## config.mk

```make
export PLATFORM = sky130hd
export DESIGN_NAME = bp_update_ctrl_flat
export DESIGN_NICKNAME = d
export VERILOG_FILES = /design/src/rtl/bp_update_ctrl_if.sv /design/src/rtl/bp_update_ctrl.sv /design/src/flat_wrapper.sv
export SDC_FILE = /design/constraint.sdc
export NUM_CORES = 1
export LEC_CHECK = 0
export CAP_MARGIN = 20
export CORE_UTILIZATION = 30
export DETAILED_ROUTE_END_ITERATION = 7
export PLACE_DENSITY_LB_ADDON = 0.12
export SLEW_MARGIN = 20
export SYNTH_ARGS = -nofsm -noshare
export SYNTH_HDL_FRONTEND = slang
export SYNTH_SLANG_ARGS = --single-unit
```

## constraint.sdc

```tcl
create_clock -name clk -period 6.6 [get_ports clk]
set_input_delay 1.32 -clock clk [delete_from_list [all_inputs] [get_ports clk]]
set_output_delay 1.32 -clock clk [all_outputs]
set_load 0.02 [all_outputs]
```

## src/rtl/bp_update_ctrl_if.sv

```systemverilog
// rtl/bp_update_ctrl_if.sv - pipeline-side bundle for the branch predictor update sequencer
interface bp_update_ctrl_if #(
  parameter int ADDR_W = 32
);
  logic              rdy;
  logic              fetch_br_valid;
  logic [ADDR_W-1:0] fetch_pc;
  logic              fetch_pre_taken;
  logic              fetch_stall_o;
  logic              ex_br_valid;
  logic              ex_taken;
  logic              ex_stall_o;
  logic              flush_i;
  logic              mispredict_o;
  logic              upd_we_o;
  logic [ADDR_W-1:0] upd_waddr_o;
  logic              upd_res_taken_o;
  logic              upd_com_taken_o;
  logic              err_o;
  logic [31:0]       stat_branches_o;
  logic [31:0]       stat_mispred_o;

  modport master (
    output rdy, fetch_br_valid, fetch_pc, fetch_pre_taken, ex_br_valid, ex_taken, flush_i,
    input  fetch_stall_o, ex_stall_o, mispredict_o, upd_we_o, upd_waddr_o,
           upd_res_taken_o, upd_com_taken_o, err_o, stat_branches_o, stat_mispred_o
  );

  modport slave (
    input  rdy, fetch_br_valid, fetch_pc, fetch_pre_taken, ex_br_valid, ex_taken, flush_i,
    output fetch_stall_o, ex_stall_o, mispredict_o, upd_we_o, upd_waddr_o,
           upd_res_taken_o, upd_com_taken_o, err_o, stat_branches_o, stat_mispred_o
  );
endinterface

```

## src/rtl/bp_update_ctrl.sv

```systemverilog
// rtl/bp_update_ctrl.sv - in-flight prediction queue and update FIFO feeding the predictor training port
module bp_update_ctrl #(
  parameter int ADDR_W    = 32,
  parameter int IF_DEPTH  = 4,
  parameter int UPD_DEPTH = 4
) (
  input logic            clk,
  input logic            rst,
  bp_update_ctrl_if.slave bus
);
  localparam int IW = $clog2(IF_DEPTH);
  localparam int UW = $clog2(UPD_DEPTH);
  localparam logic [IW:0] IF_FULL  = (IW+1)'(IF_DEPTH);
  localparam logic [UW:0] UPD_FULL = (UW+1)'(UPD_DEPTH);

  // in-flight prediction queue
  logic [ADDR_W-1:0] r_if_pc  [IF_DEPTH];
  logic              r_if_pre [IF_DEPTH];
  logic [IW-1:0]     r_if_head;
  logic [IW-1:0]     r_if_tail;
  logic [IW:0]       r_if_cnt;

  // pending-update FIFO, entries are {pc, res_taken, com_taken}
  logic [ADDR_W+1:0] r_up_mem [UPD_DEPTH];
  logic [UW-1:0]     r_up_head;
  logic [UW-1:0]     r_up_tail;
  logic [UW:0]       r_up_cnt;

  logic              r_mispredict;
  logic              r_upd_we;
  logic [ADDR_W-1:0] r_upd_waddr;
  logic              r_upd_res;
  logic              r_upd_com;
  logic              r_err;
  logic [31:0]       r_stat_br;
  logic [31:0]       r_stat_mp;

  logic              w_fetch_stall;
  logic              w_ex_stall;
  logic              w_if_empty;
  logic [ADDR_W-1:0] w_head_pc;
  logic              w_head_pre;
  logic              w_pop;
  logic              w_mis;
  logic              w_clear;
  logic              w_push;
  logic              w_err_ev;
  logic              w_drain;

  assign w_fetch_stall = (r_if_cnt == IF_FULL);
  assign w_ex_stall    = (r_up_cnt == UPD_FULL);
  assign w_if_empty    = (r_if_cnt == '0);
  assign w_head_pc     = r_if_pc[r_if_head];
  assign w_head_pre    = r_if_pre[r_if_head];
  // a resolve waits (is ignored) while the update FIFO is full; EX keeps requesting
  assign w_pop         = bus.rdy & bus.ex_br_valid & ~w_if_empty & ~w_ex_stall;
  assign w_mis         = w_pop & (bus.ex_taken != w_head_pre);
  // after a mispredict everything younger than the head is wrong-path
  assign w_clear       = bus.rdy & (w_mis | bus.flush_i);
  assign w_push        = bus.rdy & bus.fetch_br_valid & ~w_fetch_stall & ~w_mis & ~bus.flush_i;
  assign w_err_ev      = bus.rdy & bus.ex_br_valid & w_if_empty;
  assign w_drain       = bus.rdy & (r_up_cnt != '0);

  assign bus.fetch_stall_o   = w_fetch_stall;
  assign bus.ex_stall_o      = w_ex_stall;
  assign bus.mispredict_o    = r_mispredict;
  assign bus.upd_we_o        = r_upd_we;
  assign bus.upd_waddr_o     = r_upd_waddr;
  assign bus.upd_res_taken_o = r_upd_res;
  assign bus.upd_com_taken_o = r_upd_com;
  assign bus.err_o           = r_err;
  assign bus.stat_branches_o = r_stat_br;
  assign bus.stat_mispred_o  = r_stat_mp;

  // in-flight storage write on accepted fetch
  always_ff @(posedge clk) begin
    if (w_push) begin
      r_if_pc[r_if_tail]  <= bus.fetch_pc;
      r_if_pre[r_if_tail] <= bus.fetch_pre_taken;
    end
  end

  // in-flight pointers and occupancy; a clear collapses the queue onto the post-pop head
  always_ff @(posedge clk) begin
    if (rst) begin
      r_if_head <= '0;
      r_if_tail <= '0;
      r_if_cnt  <= '0;
    end else if (bus.rdy) begin
      r_if_head <= r_if_head + IW'(w_pop);
      if (w_clear) begin
        r_if_tail <= r_if_head + IW'(w_pop);
        r_if_cnt  <= '0;
      end else begin
        r_if_tail <= r_if_tail + IW'(w_push);
        r_if_cnt  <= r_if_cnt + (IW+1)'(w_push) - (IW+1)'(w_pop);
      end
    end
  end

  // update FIFO storage write on every resolved branch
  always_ff @(posedge clk) begin
    if (w_pop) begin
      r_up_mem[r_up_tail] <= {w_head_pc, bus.ex_taken, w_head_pre};
    end
  end

  // update FIFO pointers; flushes and mispredicts never touch it
  always_ff @(posedge clk) begin
    if (rst) begin
      r_up_head <= '0;
      r_up_tail <= '0;
      r_up_cnt  <= '0;
    end else begin
      r_up_head <= r_up_head + UW'(w_drain);
      r_up_tail <= r_up_tail + UW'(w_pop);
      r_up_cnt  <= r_up_cnt + (UW+1)'(w_pop) - (UW+1)'(w_drain);
    end
  end

  // registered outputs: training port, mispredict pulse, sticky error and statistics
  always_ff @(posedge clk) begin
    if (rst) begin
      r_mispredict <= 1'b0;
      r_upd_we     <= 1'b0;
      r_upd_waddr  <= '0;
      r_upd_res    <= 1'b0;
      r_upd_com    <= 1'b0;
      r_err        <= 1'b0;
      r_stat_br    <= '0;
      r_stat_mp    <= '0;
    end else if (bus.rdy) begin
      r_mispredict <= w_mis;
      r_upd_we     <= w_drain;
      if (w_drain) begin
        {r_upd_waddr, r_upd_res, r_upd_com} <= r_up_mem[r_up_head];
      end
      if (w_err_ev) begin
        r_err <= 1'b1;
      end
      if (w_pop) begin
        r_stat_br <= r_stat_br + 32'd1;
      end
      if (w_mis) begin
        r_stat_mp <= r_stat_mp + 32'd1;
      end
    end else begin
      // a stalled cycle must not present a second write of the same entry
      r_upd_we <= 1'b0;
    end
  end
endmodule
```

## src/flat_wrapper.sv

```systemverilog
// flat-port wrapper written by rule: the top's interface ports become plain ports
module bp_update_ctrl_flat 
#(
  parameter int ADDR_W    = 32,
  parameter int IF_DEPTH  = 4,
  parameter int UPD_DEPTH = 4
)
  (clk, rst, bus_rdy, bus_fetch_br_valid, bus_fetch_pc, bus_fetch_pre_taken, bus_ex_br_valid, bus_ex_taken, bus_flush_i, bus_fetch_stall_o, bus_ex_stall_o, bus_mispredict_o, bus_upd_we_o, bus_upd_waddr_o, bus_upd_res_taken_o, bus_upd_com_taken_o, bus_err_o, bus_stat_branches_o, bus_stat_mispred_o);
  bp_update_ctrl_if #(.ADDR_W(ADDR_W)) bus_i ();
  input logic clk;
  input logic rst;
  input wire logic [$bits(bus_i.rdy)-1:0] bus_rdy;
  input wire logic [$bits(bus_i.fetch_br_valid)-1:0] bus_fetch_br_valid;
  input wire logic [$bits(bus_i.fetch_pc)-1:0] bus_fetch_pc;
  input wire logic [$bits(bus_i.fetch_pre_taken)-1:0] bus_fetch_pre_taken;
  input wire logic [$bits(bus_i.ex_br_valid)-1:0] bus_ex_br_valid;
  input wire logic [$bits(bus_i.ex_taken)-1:0] bus_ex_taken;
  input wire logic [$bits(bus_i.flush_i)-1:0] bus_flush_i;
  output wire logic [$bits(bus_i.fetch_stall_o)-1:0] bus_fetch_stall_o;
  output wire logic [$bits(bus_i.ex_stall_o)-1:0] bus_ex_stall_o;
  output wire logic [$bits(bus_i.mispredict_o)-1:0] bus_mispredict_o;
  output wire logic [$bits(bus_i.upd_we_o)-1:0] bus_upd_we_o;
  output wire logic [$bits(bus_i.upd_waddr_o)-1:0] bus_upd_waddr_o;
  output wire logic [$bits(bus_i.upd_res_taken_o)-1:0] bus_upd_res_taken_o;
  output wire logic [$bits(bus_i.upd_com_taken_o)-1:0] bus_upd_com_taken_o;
  output wire logic [$bits(bus_i.err_o)-1:0] bus_err_o;
  output wire logic [$bits(bus_i.stat_branches_o)-1:0] bus_stat_branches_o;
  output wire logic [$bits(bus_i.stat_mispred_o)-1:0] bus_stat_mispred_o;
  assign bus_i.rdy = bus_rdy;
  assign bus_i.fetch_br_valid = bus_fetch_br_valid;
  assign bus_i.fetch_pc = bus_fetch_pc;
  assign bus_i.fetch_pre_taken = bus_fetch_pre_taken;
  assign bus_i.ex_br_valid = bus_ex_br_valid;
  assign bus_i.ex_taken = bus_ex_taken;
  assign bus_i.flush_i = bus_flush_i;
  assign bus_fetch_stall_o = bus_i.fetch_stall_o;
  assign bus_ex_stall_o = bus_i.ex_stall_o;
  assign bus_mispredict_o = bus_i.mispredict_o;
  assign bus_upd_we_o = bus_i.upd_we_o;
  assign bus_upd_waddr_o = bus_i.upd_waddr_o;
  assign bus_upd_res_taken_o = bus_i.upd_res_taken_o;
  assign bus_upd_com_taken_o = bus_i.upd_com_taken_o;
  assign bus_err_o = bus_i.err_o;
  assign bus_stat_branches_o = bus_i.stat_branches_o;
  assign bus_stat_mispred_o = bus_i.stat_mispred_o;
  bp_update_ctrl #(.ADDR_W(ADDR_W), .IF_DEPTH(IF_DEPTH), .UPD_DEPTH(UPD_DEPTH)) u_core (.clk(clk), .rst(rst), .bus(bus_i));
endmodule
```

==> results of run 1 <==
## cell families (layout without fill, tap and decap cells)
logic type	Yosys count	after routing	synth area share (%)
fa+ha+maj	12	12	1.12
xor+xnor	49	49	3.03
flops	385	385	70.2
buf+inv	67	252	1.81
compound gates	91	91	3.58
mux	69	69	10.3
simple gates	291	291	9.96
## sequential cells by signal, indices dropped and copies added, names as in the netlist, 2 cells and up, named ones only
| signal | cells |
|---|---|
| u_core.r_up_cnt | 3 |
| u_core.r_up_head | 2 |
| u_core.r_up_tail | 2 |
| u_core.bus.stat_mispred_o | 32 |
| u_core.bus.upd_waddr_o | 32 |
| u_core.r_up_mem | 136 |
| u_core.r_if_pc | 128 |
| u_core.r_if_tail | 2 |
| u_core.r_if_pre | 4 |
| u_core.r_if_cnt | 3 |
| u_core.r_if_head | 2 |
| u_core.bus.stat_branches_o | 32 |
## per-layer routing
layer / wire [um] / track usage, %
met5: 0 / 0
met4: 687 / 4.49
met3: 1420 / 2.40
met2: 15700 / 21.8
met1: 15800 / 18.5
## worst max path at each step
stage,start,endpoint,slack (ps),cells after the start
final,bus_rdy,u_core.r_up_cnt[2]$_SDFF_PP0_,2440,11
after global routing,bus_rdy,u_core.r_up_cnt[2]$_SDFF_PP0_,2210,11
after CTS,bus_rdy,u_core.r_up_cnt[2]$_SDFF_PP0_,2410,11
after detailed placement,bus_rdy,u_core.r_up_cnt[2]$_SDFF_PP0_,1820,11
after global placement,bus_rdy,u_core.r_up_cnt[2]$_SDFF_PP0_,1850,11
after floorplan,bus_ex_br_valid,u_core.r_if_pc[2][0]$_DFFE_PP_,1520,6
## final cells by class
class                           instances  area (sq um)
Fill cell                            4631         30500
Sequential cell                       385         10400
Multi-Input combinational cell        512          4200
Timing Repair Buffer                  156          1520
Clock buffer                           61          1190
Tap cell                              664           831
Clock inverter                         17           171
Inverter                               18          67.6
## worst max-delay path: stages
cell and delay (ps):
clkdlybuf4s50_1 760, nand2b_2 190, buf_4 420, inv_2 450, ha_1 430, inv_1 40
ha_1 180, fa_1 380, xnor2_1 170, xnor2_1 140, nor2_1 50
## metrics by stage
stage	hold slack, ps	total power, mW	util (%)
4_1_cts	459	5.75	37.6
3_3_place_gp	448	3.39	34.8
6_report	455	5.65	37.6
2_1_floorplan	480	3.14	-
5_1_grt	481	5.89	37.6
3_5_place_dp	451	3.40	34.8
## power by group
| group | internal (mW) | total (mW) | switching (mW) | leakage (nW) |
|---|---|---|---|---|
| sequential | 2.65 | 2.76 | 0.111 | 3.36 |
| clock | 1.38 | 2.33 | 0.948 | 0.670 |
| combinational | 0.285 | 0.567 | 0.282 | 1.74 |
| total | 4.31 | 5.65 | 1.34 | 5.77 |
## cells in the final DEF, fill, tap and decap left out, types with 5 or more instances in the layout
master           count
nand2_1            103
and4_1              11
xnor2_1             28
clkbuf_1            14
clkdlybuf4s50_1    141
ha_1                10
o21ai_0             12
dfxtp_1            113
inv_1               17
mux4_2              67
buf_4               15
nor3_1               8
nor2_1              49
a21oi_1             57
clkinv_1             6
nand4_1             24
nor4_1              14
or4_1                9
clkinv_2             6
and3_1              11
edfxtp_1           268
xor2_1              20
or3_1               10
nand3_1             23
clkbuf_16           44
o31ai_1              9
nor2b_1              5
==> flow_summary.ini, run 1 <==
[run_status]
outcome = complete, no violations

[synthesis]
synth_area_leaders = edfxtp_1 (54%), dfxtp_1 (16%), mux4_2 (10%)
synth_area_leader_cell = edfxtp_1
syn_nets = 1016
synth-edff-count = 268
seq_area_frac_synth_pct = 70.2
async_reset_ff_share_pct = 0
ys_ff_latch = 385
yosys_most_used_dff = edfxtp_1
postSynthAreaPerCell_sq_um = 15.4
synth.distinct_cells = 52
yosysMostFrequentCell = edfxtp_1
ys_top_cells_by_count = edfxtp_1 (268), dfxtp_1 (117), nand2_1 (103), mux4_2 (67), a21oi_1 (57)
yosysWarnings = 0
syn_inst = 964
yosysTopAreaCellShare_pct = 54.4
synthesis.area_sq_mm = 0.0148

[route]
postRouteAntennaNets = 0
drt_iter0_drc = 593
first_pass_iters = 5
wl_per_cell_um = 18.6
drc = 0
vias = 8395
vias_per_cell = 4.63
finalWirelength_mm = 33.7

[clocking]
cts_sinks = 385
clock_latency_ps = 560
hold_buffers = 0
path_clk_slew_ps = 60
cts-resized-gates = 0
cts_tree = done
clockBufferDepth = 3
cts-root-buf = clkbuf_16
cts_setup_buffers = 0
cts_buffers = 42
htree_num_levels = 2

[timing]
slew_headroom_pct = 28.2
fin_ws_ps = 2440
worst_pin_slew_ps = 1080
hold_viol = 0
rsz0062_at_grt = false
fin_crit_sh_pct = 63.1
fin_crit_ps = 4160
setup_tns_ps = 0
setup_viol = 0
clock.fmax_ghz = 0.240
maxSlewViolCount = 0
skew_ps = 13.2

[setup_path]
r2r-end = u_core.r_if_pc[3][0]$_DFFE_PP_
critPathArrivalTime_ps = 4570
cp-end-kind = register
r2r_setup_slack_ps = 2770
ff2ff_path_depth = 6
criticalPathCategory = in2reg
crit_path_start_kind = input pin
required_ps = 7010
critPathMaxFanout = 36

[place]
dp.cells = 1735
port_buffers = 142
place_area_sq_mm = 0.0170
pre_cts_ws_ps = 1820
gp_congestion = 0.737
dp_hpwl_mm = 20.8

[layout]
area_growth_pct = 24.2
final_area_sq_mm = 0.0184
diodes = 0
layout-drive-gt1-share_pct = 14.3
nets = 1167
final_cells = 1813

[floorplanning]
fp.dieW_um = 224
die_y_um = 224
io_pins = 143
dieArea_sq_mm = 0.0502
coreArea_sq_mm = 0.0488
initial_core_util_pct = 30.3
num_rows = 81

[min_path]
min_path_type = reg2reg
whs_endpoint = u_core.bus.upd_waddr_o[12]$_SDFFE_PP0P_
worstHoldStart = u_core.bus.upd_waddr_o[12]$_SDFFE_PP0P_
holdPathStages = 2

[power_and_ir_drop]
p_per_area_mw_per_mm2 = 307
p_leak_nw = 5.77
peakVddDrop_mv = 0.162

[global_routing]
antenna_found_initial = 0
grt_usage_pct = 13.6
grt_pass1_wl_mm = 51.5
grt_max_degree = 64
grt-ovfl-total = 0
first_global_vias = 8507

[flow_run]
drv_cap = 0
No activity file was read; power rests on OpenSTA's default activity.
==> inputs of run 2 (changes only) <==
clock period = 3.7 ns   (was 6.6 ns; I/O delays follow)
==> flow_summary.ini, run 2 (synthesis results as in run 1) <==
[clocking]
cts_setup_buffers = 0
cts_buffers = 44
cts_sinks = 385
cts_tree = done
cts-root-buf = clkbuf_16
path_clk_slew_ps = 50
hold_buffers = 0
cts-resized-gates = 0
clockBufferDepth = 3
htree_num_levels = 2
clock_latency_ps = 570

[global_routing]
antenna_found_initial = 1
grt_max_degree = 58
first_global_vias = 8728
grt-ovfl-total = 0
grt_usage_pct = 14.1
grt_pass1_wl_mm = 53.4

[route]
drt_iter0_drc = 422
wl_per_cell_um = 18.9
vias_per_cell = 4.72
drc = 0
postRouteAntennaNets = 0
vias = 8629
first_pass_iters = 4
finalWirelength_mm = 34.6

[min_path]
min_path_type = reg2reg

[setup_path]
required_ps = 2960
criticalPathCategory = reg2out
critPathArrivalTime_ps = 2260
cp-end-kind = output port
critPathMaxFanout = 5
crit_path_start_kind = register

[place]
gp_congestion = 0.752
port_buffers = 142
pre_cts_ws_ps = 291
dp_hpwl_mm = 21.5
dp.cells = 1749

[timing]
worst_pin_slew_ps = 799
skew_ps = 19.6
fin_ws_ps = 698
slew_headroom_pct = 46.7
fin_crit_ps = 3000
fin_crit_sh_pct = 81.1
rsz0062_at_grt = false
setup_viol = 0
maxSlewViolCount = 0
hold_viol = 0
clock.fmax_ghz = 0.333

[layout]
layout_common_cells = edfxtp_1 (268), clkdlybuf4s50_1 (141), dfxtp_1 (113)
layout-drive-gt1-share_pct = 15.5
nets = 1183
area_growth_pct = 26.0
top_register = u_core.r_up_mem
largest_reg_flops = 136
largest_registers = u_core.r_up_mem: 136 flops, u_core.r_if_pc: 128 flops
final_common_cell = edfxtp_1
final_cells = 1829

[run_status]
outcome = complete, no violations

[floorplanning]
dieArea_sq_mm = 0.0502
initial_core_util_pct = 30.3
num_rows = 81
die_y_um = 224
coreArea_sq_mm = 0.0488
fp.dieW_um = 224
io_pins = 143

[flow_run]
drv_cap = 0

[power_and_ir_drop]
peakVddDrop_mv = 0.299
p_per_area_mw_per_mm2 = 555
p_leak_nw = 5.90
p_total_mw = 10.4
-- run 2: cell type report --
| cell class | instances | area (sq um) |
|---|---|---|
| Antenna cell | 1 | 2.50 |
| Clock buffer | 59 | 1220 |
| Clock inverter | 20 | 262 |
| Fill cell | 4620 | 30200 |
| Inverter | 18 | 67.6 |
| Multi-Input combinational cell | 512 | 4200 |
| Sequential cell | 385 | 10400 |
| Tap cell | 664 | 831 |
| Timing Repair Buffer | 170 | 1670 |
-- run 2: per-stage QoR --
step / hold slack (ps) / utilization [%] / TNS [ps] / cell area, sq um
2_1_floorplan: 480 / - / -85810 / 14800
3_3_place_gp: 445 / 35.1 / 0 / 17200
3_5_place_dp: 450 / 35.1 / 0 / 17200
4_1_cts: 458 / 38.2 / 0 / 18600
5_1_grt: 471 / 38.2 / 0 / 18600
6_report: 453 / 38.2 / 0 / 18600
-- run 2: critical path, cell delays in order (launching register included) --
cell and delay, ps:
dfxtp_1 340, or3b_2 540, inv_1 160, clkdlybuf4s50_1 680
-- run 2: worst paths after layout --
kind | start | end | slack, ps | cells after the start
hold / removal | u_core.bus.upd_waddr_o[4]$_SDFFE_PP0P_ | u_core.bus.upd_waddr_o[4]$_SDFFE_PP0P_ | 450 | 2
hold reg to reg | u_core.bus.upd_waddr_o[4]$_SDFFE_PP0P_ | u_core.bus.upd_waddr_o[4]$_SDFFE_PP0P_ | 450 | 2
setup / recovery | u_core.r_up_cnt[1]$_SDFF_PP0_ | bus_ex_stall_o | 700 | 3
setup reg to reg | register | u_core.r_if_cnt[2]$_SDFFE_PP0P_ | 820 | 11
-- run 2: power breakdown --
| group | internal (mW) | switching, mW | total, mW |
|---|---|---|---|
| Combinational | 0.517 | 0.535 | 1.05 |
| Sequential | 4.72 | 0.179 | 4.90 |
| Clock | 2.67 | 1.73 | 4.40 |
-- run 2: metal layers --
| metal | up-vias | track usage, % | routed length, um |
|---|---|---|---|
| met2 | 174 | 23.3 | 16600 |
| met1 | 4359 | 18.5 | 15800 |
| li1 | 4041 | - | - |
| met4 | 0 | 5.24 | 875 |
| met5 | - | 0 | 0 |
| met3 | 55 | 2.48 | 1360 |
